==> config.mk <==
export PLATFORM = sky130hd
export DESIGN_NAME = i2c_target_regfile_flat
export DESIGN_NICKNAME = d
export VERILOG_FILES = /design/src/rtl/i2c_target_regfile_pkg.sv /design/src/rtl/i2c_target_regfile_if.sv /design/src/rtl/i2c_target_regfile_filter.sv /design/src/rtl/i2c_target_regfile.sv /design/src/flat_wrapper.sv
export SDC_FILE = /design/constraint.sdc
export NUM_CORES = 1
export LEC_CHECK = 0
export CAP_MARGIN = 30
export CORE_UTILIZATION = 62
export DETAILED_ROUTE_END_ITERATION = 8
export MAX_ROUTING_LAYER = met4
export PLACE_DENSITY_LB_ADDON = 0.12
export SYNTH_ARGS = -nofsm -noshare
export SYNTH_HDL_FRONTEND = slang
export SYNTH_HIERARCHICAL = 1
export SYNTH_SLANG_ARGS = --single-unit
==> constraint.sdc <==
create_clock -name clk_50_clk -period 3.8 [get_ports clk_50_clk]
set_clock_uncertainty 0.1 [all_clocks]
set_input_delay 0.76 -clock clk_50_clk [delete_from_list [all_inputs] [get_ports clk_50_clk]]
set_output_delay 0.76 -clock clk_50_clk [all_outputs]
set_load 0.02 [all_outputs]
==> src/rtl/i2c_target_regfile_pkg.sv <==
// Shared types and constants for the I2C target register file.
package i2c_target_pkg;

  typedef enum logic [2:0] {
    ST_IDLE,
    ST_ADDR,
    ST_ADDR_ACK,
    ST_WR_PTR,
    ST_WR_DATA,
    ST_RD_DATA,
    ST_RD_ACK,
    ST_IGNORE
  } state_e;

  localparam logic       ACK          = 1'b0;
  localparam logic       NACK         = 1'b1;
  localparam logic [6:0] DEF_DEV_ADDR = 7'h3C;

endpackage

==> src/rtl/i2c_target_regfile_if.sv <==
// Pad-side I2C lines plus the fabric write-strobe / read port of the target.
interface i2c_target_regfile_if #(parameter int AW = 4);
  logic          scl_i;
  logic          sda_i;
  logic          sda_oe;
  logic          wr_strobe;
  logic [AW-1:0] wr_addr;
  logic [7:0]    wr_data;
  logic [AW-1:0] fab_rd_addr;
  logic [7:0]    fab_rd_data;
  logic          busy;

  modport slave (
    input  scl_i, sda_i, fab_rd_addr,
    output sda_oe, wr_strobe, wr_addr, wr_data, fab_rd_data, busy
  );

  modport master (
    output scl_i, sda_i, fab_rd_addr,
    input  sda_oe, wr_strobe, wr_addr, wr_data, fab_rd_data, busy
  );
endinterface

==> src/rtl/i2c_target_regfile_filter.sv <==
// SCL/SDA conditioning: 2-FF sync, FILT_LEN stable-sample filter, edge and START/STOP pulses.
module i2c_bus_filter #(
  parameter int FILT_LEN = 3
) (
  input  logic clk_i,
  input  logic rst_i,
  input  logic scl_i,
  input  logic sda_i,
  output logic sda_o,
  output logic scl_rise_o,
  output logic scl_fall_o,
  output logic start_o,
  output logic stop_o
);

  localparam int CW = $clog2(FILT_LEN + 1);

  // index 1 = SCL, index 0 = SDA
  logic [1:0]         raw;
  logic [1:0]         s1_q, s2_q, filt_q, prev_q;
  logic [1:0][CW-1:0] cnt_q;

  assign raw = {scl_i, sda_i};

  // Lines reset to 1 so an idle bus produces no spurious edges after reset.
  always_ff @(posedge clk_i) begin
    if (rst_i) begin
      s1_q   <= '1;
      s2_q   <= '1;
      filt_q <= '1;
      prev_q <= '1;
      cnt_q  <= '0;
    end else begin
      s1_q   <= raw;
      s2_q   <= s1_q;
      prev_q <= filt_q;
      for (int i = 0; i < 2; i++) begin
        if (s2_q[i] == filt_q[i]) begin
          cnt_q[i] <= '0;
        end else if (cnt_q[i] == CW'(FILT_LEN - 1)) begin
          filt_q[i] <= s2_q[i];
          cnt_q[i]  <= '0;
        end else begin
          cnt_q[i] <= cnt_q[i] + 1'b1;
        end
      end
    end
  end

  assign sda_o      = filt_q[0];
  assign scl_rise_o =  filt_q[1] & ~prev_q[1];
  assign scl_fall_o = ~filt_q[1] &  prev_q[1];
  assign start_o    =  prev_q[0] & ~filt_q[0] & filt_q[1] & prev_q[1];
  assign stop_o     = ~prev_q[0] &  filt_q[0] & filt_q[1] & prev_q[1];

endmodule

==> src/rtl/i2c_target_regfile.sv <==
// I2C target exposing a byte register file to the HPS; fabric gets a write strobe and a read port.
module i2c_target_regfile
  import i2c_target_pkg::*;
#(
  parameter logic [6:0] DEV_ADDR = DEF_DEV_ADDR,
  parameter int         NUM_REGS = 16,
  parameter int         FILT_LEN = 3
) (
  input  logic                 clk_50_clk,
  input  logic                 reset_50_reset,
  i2c_target_regfile_if.slave  bus
);

  localparam int AW = $clog2(NUM_REGS);

  logic          sda_f, scl_rise, scl_fall, start, stop;
  state_e        state_q, state_d;
  logic [3:0]    bit_cnt_q, bit_cnt_d;
  logic [7:0]    shreg_q, shreg_d;
  logic [AW-1:0] ptr_q, ptr_d;
  logic          ack_q, ack_d;
  logic          rw_q, rw_d;
  logic          sda_oe_q, sda_oe_d;
  logic          busy_q, busy_d;
  logic          wr_strobe_q, wr_strobe_d;
  logic [AW-1:0] wr_addr_q, wr_addr_d;
  logic [7:0]    wr_data_q, wr_data_d;
  logic          reg_we;
  logic [7:0]    rd_byte;
  logic [7:0]    regs_q [NUM_REGS];
  logic [7:0]    fab_rd_data_q;

  i2c_bus_filter #(.FILT_LEN(FILT_LEN)) u_filt (
    .clk_i      (clk_50_clk),
    .rst_i      (reset_50_reset),
    .scl_i      (bus.scl_i),
    .sda_i      (bus.sda_i),
    .sda_o      (sda_f),
    .scl_rise_o (scl_rise),
    .scl_fall_o (scl_fall),
    .start_o    (start),
    .stop_o     (stop)
  );

  assign rd_byte = regs_q[ptr_q];

  always_comb begin
    state_d     = state_q;
    bit_cnt_d   = bit_cnt_q;
    shreg_d     = shreg_q;
    ptr_d       = ptr_q;
    ack_d       = ack_q;
    rw_d        = rw_q;
    sda_oe_d    = sda_oe_q;
    busy_d      = busy_q;
    wr_strobe_d = 1'b0;
    wr_addr_d   = wr_addr_q;
    wr_data_d   = wr_data_q;
    reg_we      = 1'b0;

    if (stop) begin
      state_d   = ST_IDLE;
      sda_oe_d  = 1'b0;
      busy_d    = 1'b0;
      ack_d     = 1'b0;
      bit_cnt_d = '0;
    end else if (start) begin
      state_d   = ST_ADDR;
      sda_oe_d  = 1'b0;
      ack_d     = 1'b0;
      bit_cnt_d = '0;
    end else begin
      unique case (state_q)
        ST_IDLE: ;
        ST_ADDR: begin
          if (scl_rise && bit_cnt_q < 4'd8) begin
            shreg_d   = {shreg_q[6:0], sda_f};
            bit_cnt_d = bit_cnt_q + 4'd1;
          end else if (scl_fall && bit_cnt_q == 4'd8) begin
            bit_cnt_d = '0;
            if (shreg_q[7:1] == DEV_ADDR) begin
              state_d  = ST_ADDR_ACK;
              sda_oe_d = 1'b1;
              rw_d     = shreg_q[0];
              busy_d   = 1'b1;
            end else begin
              state_d = ST_IGNORE;
            end
          end
        end
        ST_ADDR_ACK: begin
          if (scl_fall) begin
            bit_cnt_d = '0;
            if (rw_q) begin
              state_d  = ST_RD_DATA;
              shreg_d  = rd_byte;
              sda_oe_d = ~rd_byte[7];
            end else begin
              state_d  = ST_WR_PTR;
              sda_oe_d = 1'b0;
            end
          end
        end
        // ack_q marks the ACK bit that follows each received byte.
        ST_WR_PTR, ST_WR_DATA: begin
          if (scl_rise && bit_cnt_q < 4'd8) begin
            shreg_d   = {shreg_q[6:0], sda_f};
            bit_cnt_d = bit_cnt_q + 4'd1;
          end else if (scl_fall) begin
            if (ack_q) begin
              ack_d     = 1'b0;
              sda_oe_d  = 1'b0;
              bit_cnt_d = '0;
              state_d   = ST_WR_DATA;
            end else if (bit_cnt_q == 4'd8) begin
              ack_d    = 1'b1;
              sda_oe_d = 1'b1;
              if (state_q == ST_WR_PTR) begin
                ptr_d = shreg_q[AW-1:0];
              end else begin
                reg_we      = 1'b1;
                wr_strobe_d = 1'b1;
                wr_addr_d   = ptr_q;
                wr_data_d   = shreg_q;
                ptr_d       = ptr_q + AW'(1);
              end
            end
          end
        end
        ST_RD_DATA: begin
          if (scl_rise && bit_cnt_q < 4'd8) begin
            bit_cnt_d = bit_cnt_q + 4'd1;
          end else if (scl_fall) begin
            if (bit_cnt_q == 4'd8) begin
              state_d   = ST_RD_ACK;
              sda_oe_d  = 1'b0;
              ptr_d     = ptr_q + AW'(1);
              bit_cnt_d = '0;
            end else if (bit_cnt_q != 4'd0) begin
              shreg_d  = {shreg_q[6:0], 1'b0};
              sda_oe_d = ~shreg_q[6];
            end
          end
        end
        ST_RD_ACK: begin
          if (scl_rise) begin
            shreg_d   = {shreg_q[7:1], sda_f};
            bit_cnt_d = 4'd1;
          end else if (scl_fall && bit_cnt_q == 4'd1) begin
            bit_cnt_d = '0;
            if (shreg_q[0] == ACK) begin
              state_d  = ST_RD_DATA;
              shreg_d  = rd_byte;
              sda_oe_d = ~rd_byte[7];
            end else begin
              state_d = ST_IGNORE;
            end
          end
        end
        ST_IGNORE: sda_oe_d = 1'b0;
        default:   state_d  = ST_IDLE;
      endcase
    end
  end

  always_ff @(posedge clk_50_clk) begin
    if (reset_50_reset) begin
      state_q     <= ST_IDLE;
      bit_cnt_q   <= '0;
      shreg_q     <= '0;
      ptr_q       <= '0;
      ack_q       <= 1'b0;
      rw_q        <= 1'b0;
      sda_oe_q    <= 1'b0;
      busy_q      <= 1'b0;
      wr_strobe_q <= 1'b0;
      wr_addr_q   <= '0;
      wr_data_q   <= '0;
    end else begin
      state_q     <= state_d;
      bit_cnt_q   <= bit_cnt_d;
      shreg_q     <= shreg_d;
      ptr_q       <= ptr_d;
      ack_q       <= ack_d;
      rw_q        <= rw_d;
      sda_oe_q    <= sda_oe_d;
      busy_q      <= busy_d;
      wr_strobe_q <= wr_strobe_d;
      wr_addr_q   <= wr_addr_d;
      wr_data_q   <= wr_data_d;
    end
  end

  // Read port samples before the write lands, so a same-index collision shows old then new.
  always_ff @(posedge clk_50_clk) begin
    if (reset_50_reset) begin
      for (int i = 0; i < NUM_REGS; i++) regs_q[i] <= '0;
      fab_rd_data_q <= '0;
    end else begin
      if (reg_we) regs_q[ptr_q] <= shreg_q;
      fab_rd_data_q <= regs_q[bus.fab_rd_addr];
    end
  end

  assign bus.sda_oe      = sda_oe_q;
  assign bus.busy        = busy_q;
  assign bus.wr_strobe   = wr_strobe_q;
  assign bus.wr_addr     = wr_addr_q;
  assign bus.wr_data     = wr_data_q;
  assign bus.fab_rd_data = fab_rd_data_q;

endmodule

==> src/flat_wrapper.sv <==
// flat-port wrapper written by rule: the top's interface ports become plain ports
module i2c_target_regfile_flat import i2c_target_pkg::*;
#(
  parameter logic [6:0] DEV_ADDR = DEF_DEV_ADDR,
  parameter int         NUM_REGS = 16,
  parameter int         FILT_LEN = 3
)
  (clk_50_clk, reset_50_reset, bus_scl_i, bus_sda_i, bus_fab_rd_addr, bus_sda_oe, bus_wr_strobe, bus_wr_addr, bus_wr_data, bus_fab_rd_data, bus_busy);
  i2c_target_regfile_if #(.AW((4))) bus_i ();
  input  logic clk_50_clk;
  input  logic reset_50_reset;
  input wire logic [$bits(bus_i.scl_i)-1:0] bus_scl_i;
  input wire logic [$bits(bus_i.sda_i)-1:0] bus_sda_i;
  input wire logic [$bits(bus_i.fab_rd_addr)-1:0] bus_fab_rd_addr;
  output wire logic [$bits(bus_i.sda_oe)-1:0] bus_sda_oe;
  output wire logic [$bits(bus_i.wr_strobe)-1:0] bus_wr_strobe;
  output wire logic [$bits(bus_i.wr_addr)-1:0] bus_wr_addr;
  output wire logic [$bits(bus_i.wr_data)-1:0] bus_wr_data;
  output wire logic [$bits(bus_i.fab_rd_data)-1:0] bus_fab_rd_data;
  output wire logic [$bits(bus_i.busy)-1:0] bus_busy;
  assign bus_i.scl_i = bus_scl_i;
  assign bus_i.sda_i = bus_sda_i;
  assign bus_i.fab_rd_addr = bus_fab_rd_addr;
  assign bus_sda_oe = bus_i.sda_oe;
  assign bus_wr_strobe = bus_i.wr_strobe;
  assign bus_wr_addr = bus_i.wr_addr;
  assign bus_wr_data = bus_i.wr_data;
  assign bus_fab_rd_data = bus_i.fab_rd_data;
  assign bus_busy = bus_i.busy;
  i2c_target_regfile #(.DEV_ADDR(DEV_ADDR), .NUM_REGS(NUM_REGS), .FILT_LEN(FILT_LEN)) u_core (.clk_50_clk(clk_50_clk), .reset_50_reset(reset_50_reset), .bus(bus_i));
endmodule
==> qor.tcl <==
set qor(dp_slack_ps) 573.0
set qor(clkLatencyLatePin_ps) 450
set qor(ys_seq_elements) 188
set qor(grt_antenna_before_repair) 0
set qor(dominantRegCellSynth) {edfxtp_1}
set qor(worst_slew_margin_rel) 0.3360
set qor(grt_first_pass_wirelength_um) 40200
set qor(syn-cell-area_mm2) 0.009893
set qor(cellPowerDensity_mw_per_mm2) 490.5
set qor(synth_seq_area_share) 0.5099
set qor(timing.final.setup_violations) 0
set qor(fp.coreArea_mm2) 0.01537
set qor(antenna-diode-count) 0
set qor(use_met1) 0.4513
set qor(rsz0062_at_grt) {false}
set qor(post_synth_inst_count) 831
set qor(finalInstanceArea_mm2) 0.01110
set qor(synthArstFlopShare) 0
set qor(timing_worst_setup_path_type) {reg2reg}
set qor(root_buf_cell) {clkbuf_16}
set qor(gr-usage-met2) 0.5501
set qor(io_pins) 31
set qor(layout_min_cycle_time_ps) 2931
set qor(cts_max_level) 4
set qor(clock_sinks) 188
set qor(critical_path_arrival_ps) 2970
set qor(mappedNetlistNets) 848
set qor(ctsResizeCount) 0
set qor(report.final.hold_viol_count) 0
set qor(fin_ws_ps) 869.1
set qor(post-place-cells) 1035
set qor(drv_slew) 0
set qor(gr-usage-all-layers) 0.3539
set qor(timing.hold.ws_ps) 313.8
set qor(synth.avg_cell_area_um2) 11.91
set qor(met3_usage) 0.05760
set qor(gpl.final_weighted_congestion) 0.9530
set qor(chipWidth_um) 128.3
set qor(drt_iter0_drc) 802
set qor(worst-slew-pin-transition_ps) 994.7
set qor(grt_overflow) 0
set qor(post-cts-setup-buffers) 0
set qor(cp_data_required_time_ps) 3840
set qor(path_clk_slew_ps) 80
set qor(tritoncts) {yes}
set qor(die_y_um) 128.3
set qor(ys.warnings.count) 6
set qor(antenna_left) 0
set qor(end_kind) {register}
set qor(cts_buffers) 17
set qor(area.growth.synth_to_final_pct) 12.23
set qor(firstDrtPassIters) 6
set qor(place_area_mm2) 0.01043
set qor(site_rows) 45
set qor(power_leakage_nw) 3.766
set qor(post_synth_num_cell_types) 62
set qor(cp_slowest_stage_delay_ps) 700
set qor(worstPathMaxFanout) 29
set qor(post-route-drc-count) 0
set qor(vdd.ir_drop.worst_mv) 0.3777
set qor(cpMaxStageDelayCell) {or4b_2}
set qor(instances_no_fill) 1067
set qor(hold_path.class) {reg2reg}
set qor(floorplan.die_area_mm2) 0.01647
set qor(final_cycle_utilization_of_the_critical_path) 0.7713
set qor(count_of_flip_flops_with_a_built_in_enable_after_synthesis) 128
set qor(startpoint_type) {register}
set qor(timing.critical_path.cells) {buf_4, or4b_2, nor3_4, nand2_2, nor3_4, or2_2}
set qor(final_core_util) 0.7223
set qor(globalRoute.busiestLayer) {met2}
set qor(drv.max_cap_violation_count) 0
set qor(post_cts_hold_buffer_count) 0
set qor(layout-drive-gt1-share) 0.1916
set qor(timing.fmax_ghz) 0.3412
set qor(vias_per_cell) 6.696
set qor(routedWlPerCell_um) 25.05
set qor(post_route_setup_tns_ps) 0
set qor(initial_utilization) 0.6436
set qor(grt_start_max_net_pins) 46
set qor(grt_pass1_vias) 6757
set qor(path_common_cell) {nor3_4}
set qor(outcome) {complete, no violations}
set qor(finalWirelength_um) 26730
set qor(port_buffers) 30
set qor(dr_total_vias) 7145
set qor(finish.net_count) 860
set qor(clock_tree.buffer_depth) 2
set qor(dp.final_hpwl_um) 18890
set qor(finalPower_mw) 5.446
report_power, final:
part	internal (mW)	leakage [nW]	switching, mW
Combinational	0.348	1.63	0.656
Clock	1.09	0.325	0.893
Sequential	2.28	1.81	0.175
layer usage:
layer | vias to the layer above | wire [um]
li1 | 3125 | -
met1 | 3508 | 10470
met2 | 434 | 12740
met3 | 78 | 2417
met4 | 0 | 1103
met5 | - | 0
area by class of cell:
type                    instances  area, um2
flip-flops and latches        188       5046
multi-input cells             562       4531
fillers                      1064       4268
repair buffers                 61      540.5
clock buffers                  17      425.4
well taps                     211      264.0
clock inverters                15      247.7
inverters                      13      48.80
synth_stat cells (10+ instances only):
library cell  count  area, um2
nor3_1           25      125.1
clkbuf_1         51      191.4
nor2_1           25      93.84
a22o_1           12      105.1
and2_1          124      775.7
o21ai_0          28      140.1
mux4_2           48       1081
dfxtp_1          60       1201
edfxtp_1        128       3844
nor2_2           10      62.56
nor4_1           19      118.9
o22ai_1          13      81.33
nand3_1          10      50.05
inv_1            13      48.80
buf_2            11      55.05
a21oi_1          29      145.1
mux2_2           22      247.7
nand2_1          43      161.4
mux2i_1          36      360.4
cells in the final DEF, fill, tap and decap left out, types with 28 or more instances in the layout:
| master | n |
|---|---|
| edfxtp_1 | 128 |
| and2_1 | 124 |
| dfxtp_1 | 59 |
| mux4_2 | 48 |
| nand2_1 | 43 |
| mux2i_1 | 36 |
| buf_4 | 30 |
| clkdlybuf4s50_1 | 29 |
| a21oi_1 | 29 |
| o21ai_0 | 28 |
logic make-up (layout without fill, tap and decap cells):
logic type	count (synthesis)	in the layout	share of synthesized area
buffers and inverters	81	106	0.03212
AND/OR/NAND/NOR	323	323	0.1927
XOR/XNOR	2	2	0.001771
flip-flops	188	188	0.5099
multiplexers	106	106	0.1707
adder cells (fa/ha/maj)	10	10	0.01239
AO/OA/AOI/OAI	121	121	0.08031
worst max-delay path, delay by kind of cell (launching register included):
kind	cells	cell delay, ps
flops	1	320
buf+inv	1	280
simple gates	5	1920
final timing paths:
path	start	endpoint	slack, ps	cells after the start
worst max-delay path	u_core/state_q[2]	u_core/regs_q[0][3]	870	6
worst max register to register	u_core/state_q[2]	u_core/regs_q[0][3]	870	6
worst min register to register	u_core/u_filt/s1_q[0]	u_core/u_filt/s2_q[0]	310	1
worst min-delay path	u_core/u_filt/s1_q[0]	u_core/u_filt/s2_q[0]	310	1
flip-flops by register name, summed over array words and instances (netlist names), named ones only:
signal and count:
u_core/ptr_q 4, u_core/ack_q 1, u_core/bus.wr_addr 4, u_core/bus.fab_rd_data 8
u_core/bus.wr_data 8, u_core/bus.busy 1, u_core/shreg_q 8, u_core/u_filt/prev_q 2
u_core/state_q 3, u_core/regs_q 128, u_core/u_filt/s2_q 2, u_core/u_filt/cnt_q 4
u_core/rw_q 1, u_core/bus.wr_strobe 1, u_core/u_filt/filt_q 2, u_core/u_filt/s1_q 2
u_core/bit_cnt_q 4, u_core/bus.sda_oe 1
Power figures use the tool's default switching activity.
